File: config.mk
export PLATFORM = sky130hd
export DESIGN_NAME = lamp_output_driver
export DESIGN_NICKNAME = d
export VERILOG_FILES = /design/src/rtl/lamp_output_driver.sv
export SDC_FILE = /design/constraint.sdc
export NUM_CORES = 1
export LEC_CHECK = 0
export BUFFER_PORTS_ARGS = -buffer_cell sky130_fd_sc_hd__buf_4
export CAP_MARGIN = 5
export CORE_ASPECT_RATIO = 0.8
export CORE_MARGIN = 2
export CORE_UTILIZATION = 50
export DETAILED_ROUTE_END_ITERATION = 10
export PLACE_DENSITY_LB_ADDON = 0.05
export SYNTH_ARGS = -nofsm -noshare
export SYNTH_HDL_FRONTEND = slang
export SYNTH_SLANG_ARGS = --single-unit
export TNS_END_PERCENT = 50
File: constraint.sdc
create_clock -name clk -period 3.8 [get_ports clk]
set_input_delay 0.19 -clock clk [delete_from_list [all_inputs] [get_ports clk]]
set_output_delay 0.19 -clock clk [all_outputs]
set_load 0.01 [all_outputs]
File: src/rtl/lamp_output_driver.sv
// rtl/lamp_output_driver.sv - lamp LED driver with break-before-make blanking, PWM dimming and red-flash fault mode
module lamp_output_driver #(
   parameter int PWM_BITS          = 8,
   parameter int BLANK_CYCLES      = 100_000,
   parameter int FAULT_CYCLES      = 1_000_000,
   parameter int FLASH_HALF_CYCLES = 50_000_000
) (
   input  logic                clk,
   input  logic                rst,
   input  logic                red_in,
   input  logic                blue_in,
   input  logic                green_in,
   input  logic [PWM_BITS-1:0] brightness,
   input  logic                fault_clear,
   output logic                red_led,
   output logic                blue_led,
   output logic                green_led,
   output logic                fault,
   output logic [1:0]          active_lamp
);

   localparam int BW = (BLANK_CYCLES > 1) ? $clog2(BLANK_CYCLES) : 1;
   localparam int FW = (FAULT_CYCLES > 1) ? $clog2(FAULT_CYCLES) : 1;
   localparam int HW = (FLASH_HALF_CYCLES > 1) ? $clog2(FLASH_HALF_CYCLES) : 1;

   typedef enum logic [1:0] {S_WAIT, S_BLANK, S_ON, S_FAULT} state_t;

   state_t              state;
   logic [2:0]          req_q;
   logic [1:0]          target;
   logic [BW-1:0]       blank_cnt;
   logic [FW-1:0]       fault_cnt;
   logic [HW-1:0]       flash_cnt;
   logic [PWM_BITS-1:0] pwm_cnt;
   logic [PWM_BITS-1:0] duty;
   logic [2:0]          leds;
   logic                fault_q;
   logic [1:0]          active_q;

   logic                req_valid;
   logic [1:0]          req_lamp;
   logic [1:0]          blank_tgt;
   logic [PWM_BITS-1:0] pwm_cnt_n;
   logic [PWM_BITS-1:0] duty_n;
   logic                gate_n;
   logic                enter_fault;

   always_comb begin
      req_valid = 1'b0;
      req_lamp  = 2'd0;
      case (req_q)
         3'b100: begin req_valid = 1'b1; req_lamp = 2'd1; end
         3'b010: begin req_valid = 1'b1; req_lamp = 2'd2; end
         3'b001: begin req_valid = 1'b1; req_lamp = 2'd3; end
         default: ;
      endcase
   end

   // LED registers are loaded with the gate of the cycle they will be visible in
   always_comb begin
      pwm_cnt_n   = pwm_cnt + 1'b1;
      duty_n      = (pwm_cnt == '0) ? brightness : duty;
      gate_n      = (&duty_n) || (pwm_cnt_n < duty_n);
      blank_tgt   = req_valid ? req_lamp : target;
      enter_fault = !req_valid && (fault_cnt == FW'(FAULT_CYCLES - 1));
   end

   function automatic logic [2:0] lamp_mask(input logic [1:0] code, input logic g);
      case (code)
         2'd1:    return {g, 2'b00};
         2'd2:    return {1'b0, g, 1'b0};
         2'd3:    return {2'b00, g};
         default: return 3'b000;
      endcase
   endfunction

   always_ff @(posedge clk) begin
      if (rst) begin
         state     <= S_WAIT;
         req_q     <= 3'b000;
         target    <= 2'd0;
         blank_cnt <= '0;
         fault_cnt <= '0;
         flash_cnt <= '0;
         pwm_cnt   <= '0;
         duty      <= '0;
         leds      <= 3'b000;
         fault_q   <= 1'b0;
         active_q  <= 2'd0;
      end else begin
         req_q   <= {red_in, blue_in, green_in};
         pwm_cnt <= pwm_cnt_n;
         duty    <= duty_n;
         if (state != S_FAULT)
            fault_cnt <= req_valid ? '0 : fault_cnt + 1'b1;

         if (state != S_FAULT && enter_fault) begin
            state     <= S_FAULT;
            fault_cnt <= '0;
            flash_cnt <= '0;
            leds      <= 3'b100;
            fault_q   <= 1'b1;
            active_q  <= 2'd0;
         end else begin
            case (state)
               S_WAIT: begin
                  leds     <= 3'b000;
                  active_q <= 2'd0;
                  if (req_valid) begin
                     state     <= S_BLANK;
                     target    <= req_lamp;
                     blank_cnt <= BW'(BLANK_CYCLES - 1);
                  end
               end
               S_BLANK: begin
                  target <= blank_tgt;
                  if (blank_cnt == '0) begin
                     state    <= S_ON;
                     leds     <= lamp_mask(blank_tgt, gate_n);
                     active_q <= blank_tgt;
                  end else begin
                     blank_cnt <= blank_cnt - 1'b1;
                     leds      <= 3'b000;
                     active_q  <= 2'd0;
                  end
               end
               S_ON: begin
                  if (req_valid && req_lamp != target) begin
                     state     <= S_BLANK;
                     target    <= req_lamp;
                     blank_cnt <= BW'(BLANK_CYCLES - 1);
                     leds      <= 3'b000;
                     active_q  <= 2'd0;
                  end else begin
                     leds     <= lamp_mask(target, gate_n);
                     active_q <= target;
                  end
               end
               S_FAULT: begin
                  if (fault_clear && req_valid) begin
                     state     <= S_BLANK;
                     target    <= req_lamp;
                     blank_cnt <= BW'(BLANK_CYCLES - 1);
                     fault_cnt <= '0;
                     leds      <= 3'b000;
                     fault_q   <= 1'b0;
                  end else if (flash_cnt == HW'(FLASH_HALF_CYCLES - 1)) begin
                     flash_cnt <= '0;
                     leds      <= {~leds[2], 2'b00};
                  end else begin
                     flash_cnt <= flash_cnt + 1'b1;
                  end
               end
               default: state <= S_WAIT;
            endcase
         end
      end
   end

   assign red_led     = leds[2];
   assign blue_led    = leds[1];
   assign green_led   = leds[0];
   assign fault       = fault_q;
   assign active_lamp = active_q;

endmodule

## Word level (Yosys, flattened, before mapping)

Cells that the tools add are included.

- Bits in registers: 92
- Input bits: 14
- Output and inout bits: 6
- Logic and storage cells: 104

- Add/sub/neg operators: 4
- Magnitude comparators: 1
- Eq/ne operators: 26
- Multiplexer cells: 37
- Bitwise gates (word level): 3
- Reduce and logical (&&, ||, !) cells: 21

Operators by type and width:

| kind | count |
|---|---|
| $mux 20 | 4 |
| $mux 17 | 4 |
| $pmux 17 s4 | 1 |
| $add 26x1->26 const B | 1 |
| $eq 26x26->1 const B | 1 |
| $mux 26 | 1 |
| $add 20x1->20 const B | 1 |
| $eq 20x20->1 const B | 1 |
| $mux 2 | 10 |
| $pmux 2 s3 | 3 |
| $pmux 3 s3 | 2 |
| $logic_not 17->1 | 1 |
| $sub 17x1->17 const B | 1 |
| $mux 3 | 5 |
| $ne 3x3->1 const B | 5 |
| $eq 2x2->1 const B | 6 |
| $pmux 3 s4 | 1 |
| $ne 2x2->1 const B | 5 |
| $add 8x1->8 const B | 1 |
| $logic_not 8->1 | 1 |
| $lt 8x8->1 | 1 |
| $mux 8 | 1 |
| $pmux 2 s4 | 1 |
| $reduce_and 8->1 | 1 |
| 20 further kinds | 33 |

## Logic depth before layout (Yosys ltp)

- Word-level depth: 9
- Mapped depth: 13
- Gate-level depth less buffers: 13

## Worst setup path before layout

OpenSTA, ideal clock, no wires.

- Path type: register to register
- From: reg pwm_cnt[0]
- To: reg leds[0]
- Library setup time: 0.070 ns
- Data arrival time: 2.878 ns
- Data required time: 3.730 ns
- Setup slack: 0.852 ns
- Cell stages (with the launch flop): 12
- Buffers on the path: 0
- Clock period less this slack: 2.948 ns
- Cells stage by stage: dfxtp_1 inv_1 ha_1 nor4b_1 nand2_1 mux2i_1 ha_1 a21o_1 a2111oi_0 a31oi_1 or4_1 a21oi_1

- Elaborated cells between the ends (all ways): 11
- Classes of those cells: add/sub (1); order compare (1); mux (6); reduce/logical (3)

RTL lines:

| item | line | text |
|---|---|---|
| start, declared | 34 | `logic [PWM_BITS-1:0] pwm_cnt;` |
| start signal, assigned | 92 | `pwm_cnt <= pwm_cnt_n;` |
| $add 8x1->8 (*) | 61 | `pwm_cnt_n = pwm_cnt + 1'b1;` |
| named net pwm_cnt_n[0] | 43 | `logic [PWM_BITS-1:0] pwm_cnt_n;` |
| $lt 8x8->1 (*) | 63 | `gate_n = (&duty_n) \|\| (pwm_cnt_n < duty_n);` |
| $logic_or 1x1->1 (*) | 63 |  |
| $pmux 3 s3 | 69 | `case (code)` |
| $mux 3, on equally long branches | 128, 117 |  |
| $pmux 3 s4 (*) | 105 | `case (state)` |
| end signal, assigned | 119 | `leds <= lamp_mask(blank_tgt, gate_n);` |
| end signal, assigned | 135 | `leds <= lamp_mask(target, gate_n);` |
| end signal, assigned | 149 | `leds <= {~leds[2], 2'b00};` |
| end, declared | 36 | `logic [2:0] leds;` |

Mark *: on every way through the listed nets, which the timed path passes. The rest lies on a longest branch.
A chain may end at the register's enable or synchronous reset.

## Worst setup path after layout

Ends and elaborated chain as after synthesis.

==> results.py <==
metrics = {
    "critical_path": {
        "reg2reg_to": "leds[0]$_SDFFE_PP0P_",
        "critPathBufInv": 1,
        "path_cells": "inv_1 > ha_1 > nor4b_1 > nand2_1 > mux2i_1 > ha_1 > a21o_1 > a2111oi_0 > a31oi_1 > or4_1 > a21oi_1",
        "crit_arrival_ps": 3610,
        "ff2ff_path_depth": 11,
        "r2r_start": "pwm_cnt[0]$_SDFF_PP0_",
        "max_stage_delay_ps": 550,
        "end_kind": "register",
        "cp-start-kind": "register",
        "crit_slowest_cell": "or4_1",
        "path_common_cell": "ha_1",
        "cp.required_ps": 4080,
        "r2r_setup_slack_ps": 470,
        "path_max_fanout": 9,
        "critPathKind": "reg2reg",
        "cp_top_family": "simple AND/OR/NAND/NOR gates",
    },
    "route": {
        "vias": 4305,
        "wl_per_cell_microns": 14.95,
        "drc": 0,
        "ant_nets": 0,
        "via_per_inst": 5.946,
        "drtIter0Drc": 252,
        "wl_microns": 10830,
        "dr.pass1.iters": 4,
    },
    "floorplanning": {
        "die_area_sq_um": 10670,
        "rows": 32,
        "coreArea_sq_um": 9609,
        "io_pins": 20,
        "initial_core_util_pct": 51.28,
        "die_w_microns": 115.0,
        "die_y_microns": 92.79,
    },
    "synth": {
        "synthMuxAreaShare_pct": 1.828,
        "yosysWarnings": 0,
        "synthesis.area_sq_um": 4927,
        "synth.largest_area_cell": "dfxtp_1",
        "synth.area.top_cells": "dfxtp_1, nor2_1, a21oi_1",
        "async_flop_share_pct": 0,
        "avgSynthCellArea_sq_um": 8.295,
        "postSynthCellCount": 594,
        "synth_top_area_share_pct": 37.38,
        "synth_seq_cells": 92,
        "synth_compound_area_share_pct": 17.93,
        "synthFlopType": "dfxtp_1",
        "synth.distinct_cells": 68,
        "synth_edf_count": 0,
        "synth_top_family_by_area": "simple AND/OR/NAND/NOR gates",
        "synth_nets": 626,
        "synth_seq_area_share_pct": 37.38,
        "yosys.area_share.simple_pct": 29.30,
        "synthXorXnorAreaFrac_pct": 5.663,
        "synth_fa_ha_area_share_pct": 4.571,
    },
    "placed_design": {
        "port_buffers": 19,
        "gp_congestion": 0.7852,
        "placed_cells": 708,
        "dp_hpwl_microns": 7436,
    },
    "power_and_ir_drop": {
        "p_per_area_nw_per_um2": 525.4,
        "p_total_mw": 2.884,
        "p_leak_nw": 2.112,
        "ir_drop_v": 0.0004104,
    },
    "flow_run": {
        "maxCapViolations": 0,
    },
    "global_route": {
        "track_usage_pct": 21.60,
        "grt_pass1_vias": 3873,
        "grt_overflow_total": 0,
        "antenna_found_initial": 0,
        "grt_max_degree": 41,
        "grt_pass1_wl_microns": 18620,
    },
    "cells_and_area": {
        "layout-drive-gt1-share_pct": 8.595,
        "layout.nets": 632,
        "final_common_cell": "dfxtp_1",
        "syn_to_final_growth_pct": 11.40,
        "instances_no_fill": 724,
        "diodes": 0,
        "layout_common_cells": "dfxtp_1, nor2_1, a21oi_1, nand2_1, o21ai_0",
    },
    "worst_hold_path": {
        "hp-start": "red_in",
        "hold-path-endpoint": "req_q[2]$_SDFF_PP0_",
        "min_path_cells": 2,
        "hold_class": "in2reg",
    },
    "clock_network": {
        "clock_latency_ps": 340,
        "cts_buffer_depth": 2,
        "cts_tree": "built",
        "htreeDepth": 3,
        "clkTransAtPathRegs_ps": 60,
        "cts_setup_buffers": 0,
        "clock_tree.root_cell": "clkbuf_16",
        "cts_resized": 0,
        "clock_sinks": 92,
        "cts_made_buffers": 9,
        "cts_hold_repair.buffers": 0,
    },
    "sta": {
        "tightest_slew_ps": 708.4,
        "slew_headroom_pct": 52.77,
        "rsz0062_at_grt": "false",
        "period_share_pct": 87.65,
        "finClkSkew_ps": 6.411,
        "final_hold_viol_count": 0,
        "min_period_ps": 3331,
        "clock.fmax_mhz": 300.2,
        "setup_viol": 0,
        "slew_viol_final": 0,
        "finalSetupTns_ps": 0,
    },
    "run_status": {
        "status": "completed",
    },
}
==> metal layers <==
layer / global-route usage (%) / share of wire [%] / up-vias
met5: 0 / 0 / -
met2: 33.38 / 44 / 97
met3: 6.152 / 4.4 / 8
li1: - / - / 2167
met4: 4.418 / 0.77 / 0
met1: 30.04 / 51 / 2033
==> power breakdown <==
group	leakage, nW	internal [mW]	switching, mW
registers	0.748	1.04	0.0755
logic	1.19	0.265	0.402
clock network	0.177	0.728	0.377
==> worst register-to-register path, delay by kind of cell (launching register included) <==
family / cells / cell delay (ps)
fa+ha+maj: 2 / 430
mux: 1 / 330
buf+inv: 1 / 90
compound gates: 4 / 940
flops: 1 / 340
simple gates: 3 / 1150
==> cells by family after synthesis <==
kind of cell / Yosys count
adders and majority gates: 18
and+or+nand+nor: 268
AOI/OAI and AO/OA: 137
DFF: 92
xor gates and xnor gates: 31
muxes: 9
buffers and inverters: 39
==> metrics by stage <==
stage | hold slack (ps) | utilization [%] | worst slack, ps | area, sq um
final | 61.30 | 57.12 | 469.2 | 5489
after global routing | 58.71 | 57.12 | 150.4 | 5489
after CTS | 54.77 | 57.12 | 443.0 | 5489
after detailed placement | 410.4 | 53.31 | 455.6 | 5122
after global placement | 401.8 | 53.31 | 569.6 | 5122
after floorplan | 318.2 | - | 852.0 | 4927
==> state kept, by name, summed over array words and instances, names as in the netlist <==
signal       cells
active_lamp      2
blank_cnt       17
duty             8
fault            1
fault_cnt       20
flash_cnt       26
leds             3
pwm_cnt          8
req_q            3
state            2
target           2
==> worst max path at each step <==
stage,slack [ps],from,to,cells past startpoint
6_report,470,pwm_cnt[0]$_SDFF_PP0_,leds[0]$_SDFFE_PP0P_,11
5_1_grt,150,pwm_cnt[0]$_SDFF_PP0_,leds[0]$_SDFFE_PP0P_,11
4_1_cts,440,pwm_cnt[0]$_SDFF_PP0_,leds[0]$_SDFFE_PP0P_,11
3_5_place_dp,460,pwm_cnt[0]$_SDFF_PP0_,leds[0]$_SDFFE_PP0P_,11
3_3_place_gp,570,pwm_cnt[0]$_SDFF_PP0_,leds[0]$_SDFFE_PP0P_,11
2_1_floorplan,850,pwm_cnt[0]$_SDFF_PP0_,leds[0]$_SDFFE_PP0P_,11
==> cell usage after synthesis (3+ instances only) <==
library cell	count
a211o_1	4
nand3b_1	7
nor3_1	16
a311oi_1	9
and2_1	13
or3_1	10
nand4b_1	3
nand2b_1	6
o2111a_1	3
nand4_1	16
dfxtp_1	92
a21o_1	7
nand2_1	45
nand3_1	16
ha_1	18
a22oi_1	5
clkbuf_1	21
a21oi_1	49
nor4b_1	4
a31oi_1	3
and3_1	11
o31ai_1	5
or2_2	3
nor2_1	78
xor2_1	19
xnor2_1	11
mux2i_1	9
o21ai_0	30
nor2b_1	7
or4_1	11
inv_1	12
==> area by class of cell <==
cell class	count	area (sq um)
repair buffers	22	165.2
flip-flops and latches	92	1842
well taps	119	148.9
inverters	12	45.04
clock buffers	12	246.5
clock inverters	4	120.1
fillers	876	4120
multi-input cells	463	2922
No activity file was read; power rests on OpenSTA's default activity.
